<file path="src/rtl/video_timing_generator.sv">
// video_timing_generator: raster timing (DE/hsync/vsync, x/y, line/frame strobes) for the TMDS transmit path.
// Define VTG_PREFETCH_EN to add next_x/next_y/next_active, which lead x/y/video_data_enable by one cycle.
module video_timing_generator #(
    parameter int H_ACTIVE     = 640,
    parameter int H_FRONT      = 16,
    parameter int H_SYNC       = 96,
    parameter int H_BACK       = 48,
    parameter int V_ACTIVE     = 480,
    parameter int V_FRONT      = 10,
    parameter int V_SYNC       = 2,
    parameter int V_BACK       = 33,
    parameter bit HSYNC_ACTIVE = 1'b0,
    parameter bit VSYNC_ACTIVE = 1'b0,
    parameter int COORD_WIDTH  = 12
) (
    input  logic                   pixel_clock,
    input  logic                   pixel_reset_n,
    input  logic                   enable,
    output logic                   video_data_enable,
    output logic                   hsync,
    output logic                   vsync,
    output logic [COORD_WIDTH-1:0] x,
    output logic [COORD_WIDTH-1:0] y,
    output logic                   line_start,
    output logic                   frame_start
`ifdef VTG_PREFETCH_EN
    ,
    output logic [COORD_WIDTH-1:0] next_x,
    output logic [COORD_WIDTH-1:0] next_y,
    output logic                   next_active
`endif
);
    localparam int H_TOTAL = H_ACTIVE + H_FRONT + H_SYNC + H_BACK;
    localparam int V_TOTAL = V_ACTIVE + V_FRONT + V_SYNC + V_BACK;
    localparam logic [COORD_WIDTH-1:0] H_ACT   = COORD_WIDTH'(H_ACTIVE);
    localparam logic [COORD_WIDTH-1:0] H_SS    = COORD_WIDTH'(H_ACTIVE + H_FRONT);
    localparam logic [COORD_WIDTH-1:0] H_SE    = COORD_WIDTH'(H_ACTIVE + H_FRONT + H_SYNC);
    localparam logic [COORD_WIDTH-1:0] H_LAST  = COORD_WIDTH'(H_TOTAL - 1);
    localparam logic [COORD_WIDTH-1:0] V_ACT   = COORD_WIDTH'(V_ACTIVE);
    localparam logic [COORD_WIDTH-1:0] V_SS    = COORD_WIDTH'(V_ACTIVE + V_FRONT);
    localparam logic [COORD_WIDTH-1:0] V_SE    = COORD_WIDTH'(V_ACTIVE + V_FRONT + V_SYNC);
    localparam logic [COORD_WIDTH-1:0] V_LAST  = COORD_WIDTH'(V_TOTAL - 1);

    logic [COORD_WIDTH-1:0] h_cnt, v_cnt;
    logic h_last, v_last, active, h_sync_on, v_sync_on, h_zero;

    always_comb begin
        h_last    = h_cnt == H_LAST;
        v_last    = v_cnt == V_LAST;
        h_zero    = h_cnt == '0;
        active    = (h_cnt < H_ACT) && (v_cnt < V_ACT);
        h_sync_on = (h_cnt >= H_SS) && (h_cnt < H_SE);
        v_sync_on = (v_cnt >= V_SS) && (v_cnt < V_SE);
    end

    // Outputs decode the pre-increment count, so they trail h_cnt/v_cnt by one cycle.
    always_ff @(posedge pixel_clock or negedge pixel_reset_n) begin
        if (!pixel_reset_n) begin
            h_cnt             <= '0;
            v_cnt             <= '0;
            video_data_enable <= 1'b0;
            hsync             <= ~HSYNC_ACTIVE;
            vsync             <= ~VSYNC_ACTIVE;
            x                 <= '0;
            y                 <= '0;
            line_start        <= 1'b0;
            frame_start       <= 1'b0;
        end else if (enable) begin
            h_cnt             <= h_last ? '0 : h_cnt + 1'b1;
            v_cnt             <= !h_last ? v_cnt : v_last ? '0 : v_cnt + 1'b1;
            video_data_enable <= active;
            hsync             <= h_sync_on ? HSYNC_ACTIVE : ~HSYNC_ACTIVE;
            vsync             <= v_sync_on ? VSYNC_ACTIVE : ~VSYNC_ACTIVE;
            x                 <= h_cnt;
            y                 <= v_cnt;
            line_start        <= h_zero;
            frame_start       <= h_zero && (v_cnt == '0);
        end else begin
            video_data_enable <= 1'b0;
            line_start        <= 1'b0;
            frame_start       <= 1'b0;
        end
    end

`ifdef VTG_PREFETCH_EN
    // Gated by reset so next_active reads 0 while the block is held in reset.
    assign next_x      = h_cnt;
    assign next_y      = v_cnt;
    assign next_active = active && pixel_reset_n;
`endif
endmodule

</file>
<file path="config.mk">
export PLATFORM = sky130hd
export DESIGN_NAME = video_timing_generator
export DESIGN_NICKNAME = d
export VERILOG_FILES = /design/src/rtl/video_timing_generator.sv
export SDC_FILE = /design/constraint.sdc
export NUM_CORES = 1
export LEC_CHECK = 0
export ABC_CLOCK_PERIOD_IN_PS = 4300
export CAP_MARGIN = 20
export CORE_MARGIN = 10
export CORE_UTILIZATION = 45
export CTS_CLUSTER_SIZE = 28
export DETAILED_ROUTE_END_ITERATION = 10
export PLACE_DENSITY = 0.67
export SLEW_MARGIN = 20
export SYNTH_ARGS = -nofsm -noshare
export SYNTH_HDL_FRONTEND = slang
export SYNTH_SLANG_ARGS = --single-unit
</file>
<file path="constraint.sdc">
create_clock -name pixel_clock -period 4.3 [get_ports pixel_clock]
set_input_delay 0.86 -clock pixel_clock [delete_from_list [all_inputs] [get_ports pixel_clock]]
set_output_delay 0.86 -clock pixel_clock [all_outputs]
set_load 0.01 [all_outputs]
</file>
==> results.ini <==
[sta]
post-route-min-period_ns=2.52
setup_viol=0
hold_viol_final=0
max_freq_mhz=397
worstMarginPinSlew_ns=0.666
slew_viol_final=0
rsz0062_at_grt=no
setup_slack_ns=1.78
timing.final.crit_share=0.586
skew_ns=0.00705
relSlewSlack=0.556
setup_tns_ns=0

[yosys]
synth_enable_flop_cells=0
yosys_most_used_dff=dfrtp_1
synth_top_area_frac=0.530
yosysTopAreaCell=dfrtp_1
synth_cell_types=42
yosysSeqAreaShare=0.551
avgSynthCellArea_um2=11.8
synth-seq-cells=53
synth_warnings=0
syn_nets=211
async_flop_share=1.00
synthTopCellsByArea=dfrtp_1 (53%), mux2_2 (11%), xnor2_1 (2.9%), nand2_1 (2.6%), xor2_1 (2.5%)
syn_area_um2=2410
synth_cells=204

[detailed_routing]
wl_per_cell_um=15.5
first_pass_iters=4
drc=0
drt_iter0_drc=73
vias=1604
wirelength_um=4720
postRouteAntennaNets=0
vias_per_cell=5.26

[power_and_ir_drop]
power_frac_comb=0.178
p_clk_frac=0.245
swShare=0.281
p_per_area_nw_per_um2=381
p_switching_uw=305
power_frac_seq=0.577
ir_drop_mv=0.215
power_leakage_nw=1.27
p_int_uw=778

[floorplanning]
start_util=0.469
die_area_um2=8680
core_um2=5140
die_x_um=93.2
die_h_um=93.2
rows=26
ios=32

[clock_tree]
cts_hold_buffers=0
cts.sinks=53
cts_buffers=5
clockBufferDepth=2
insertion_delay_ns=0.29
path_clk_slew_ns=0.09
postCtsSetupRepairBufs=0
cts_tree=yes
cts_root_buf=clkbuf_8
cts.repair.resized=0
htreeDepth=2

[worst_setup_path]
worstPathCellList=clkdlybuf4s50_1, buf_4, nand2_1, nor4_1, o21ai_0, a22o_1
max_stage_delay_ns=0.58
critPathKind=primary input to register
cp-end-kind=register
crit_arrival_ns=2.71
critPathLaunchType=primary input
worstPathRequired_ns=4.49
critPathSlowestCell=clkdlybuf4s50_1
crit_path_max_fanout=19

[cells_and_area]
final_area_um2=2850
nets=241
fin_cells=305
drive_gt1_frac=0.170
antennaDiodeCount=0
post-route-util=0.554
nFillCells=483
area_growth_pct=18.1

[placed_design]
port_buffers=31
dp.cells=297
postPlaceCellArea_um2=2770
gp_congestion=0.803
dp_slack_ns=1.48
dp.final_hpwl_um=3340

[grt]
grt_antenna_before_repair=0
grt_use_total=0.113
grt_max_degree=54
grt_overflow=0
grt_pass1_vias=1551
grt_pass1_wl_um=7990

[flow_run]
maxCapViolations=0

[status]
outcome=complete, no violations

[worst_hold_path]
hp-class=register to register

==> cell usage in the layout (no fill, tap or decap), types with 4 or more instances in the layout <==
cell type / Yosys / layout
dfrtp_1: 51 / 51
clkdlybuf4s50_1: 0 / 30
mux2_2: 23 / 23
nand2_1: 17 / 17
nor2_1: 9 / 9
inv_1: 8 / 8
o21ai_0: 8 / 8
xnor2_1: 8 / 8
nand4_1: 7 / 7
nand3_1: 7 / 7
xor2_1: 7 / 7
nor4_1: 5 / 5
nor3_1: 5 / 5
clkbuf_8: 0 / 5
ha_1: 4 / 4
==> registers in the layout, indices dropped and copies added (netlist names), 12 cells and up <==
signal,count
v_cnt,12
x,12
y,12
h_cnt,12
==> final cells by class <==
type / count / area, um2 / share of cell area
clock buffers: 8 / 80.1 / 0.0281
repair buffers: 34 / 328 / 0.115
well taps: 70 / 87.6 / 0.0308
inverters: 8 / 30.0 / 0.0106
multi-input cells: 132 / 991 / 0.348
flip-flops and latches: 53 / 1330 / 0.467
==> power by group through the flow <==
stage          sequential (mW)  clock, mW  combinational (mW)
5_1_grt                  0.636      0.297               0.212
2_1_floorplan            0.606          0               0.133
6_report                 0.625      0.265               0.193
3_3_place_gp             0.634          0               0.194
3_5_place_dp             0.635          0               0.197
4_1_cts                  0.625      0.275               0.198
==> final timing paths <==
check                         startpoint        to  slack [ns]  cells after the start
min reg2reg                         y[8]      y[8]        0.51                      1
max in group asynchronous  pixel_reset_n      y[4]        3.18                      2
min in group asynchronous  pixel_reset_n      y[3]        0.67                      2
max                               enable  h_cnt[9]        1.78                      6
max reg2reg                     h_cnt[0]  h_cnt[9]        2.52                      5
min                                 y[8]      y[8]        0.51                      1
==> per-stage QoR <==
stage / hold WS, ns / total power [mW]
final: 0.507 / 1.08
after detailed placement: 0.496 / 0.832
after global placement: 0.491 / 0.827
after floorplan: 0.491 / 0.740
after global routing: 0.532 / 1.15
after CTS: 0.515 / 1.10
==> Yosys cell counts (2+ instances only) <==
master and n:
clkbuf_1 3, buf_2 4, nand4_1 7, a21oi_1 3, o31ai_1 2, dfstp_2 2, xnor2_1 8, dfrtp_1 51
o21ai_0 8, nand3_1 7, xor2_1 7, nor4_1 5, clkbuf_2 2, a31oi_1 2, mux2_2 23, nor3_1 5
nand2_1 17, and4_1 3, and3_1 3, nor2b_1 2, inv_1 8, nor2_1 9, ha_1 4
==> logic make-up (layout without fill, tap and decap cells) <==
family | after synthesis | after routing | share of synthesized area
flip-flops | 53 | 53 | 0.551
buffers and inverters | 19 | 50 | 0.0374
multiplexers | 23 | 23 | 0.107
adder cells (fa/ha/maj) | 4 | 4 | 0.0208
AO/OA/AOI/OAI | 19 | 19 | 0.0483
XOR/XNOR | 15 | 15 | 0.0545
AND/OR/NAND/NOR | 71 | 71 | 0.180
==> critical path: cells and delay by family <==
kind | cells | cell delay [ns]
buffers and inverters | 2 | 0.87
AO/OA/AOI/OAI | 2 | 0.41
AND/OR/NAND/NOR | 2 | 0.56
==> per-layer routing <==
metal / GRT usage / up-vias / share of wire
li1: - / 783 / -
met1: 0.159 / 780 / 0.49
met2: 0.160 / 37 / 0.44
met3: 0.0328 / 4 / 0.060
met4: 0.0424 / 0 / 0.0098
met5: 0 / - / 0
Power figures use the tool's default switching activity.
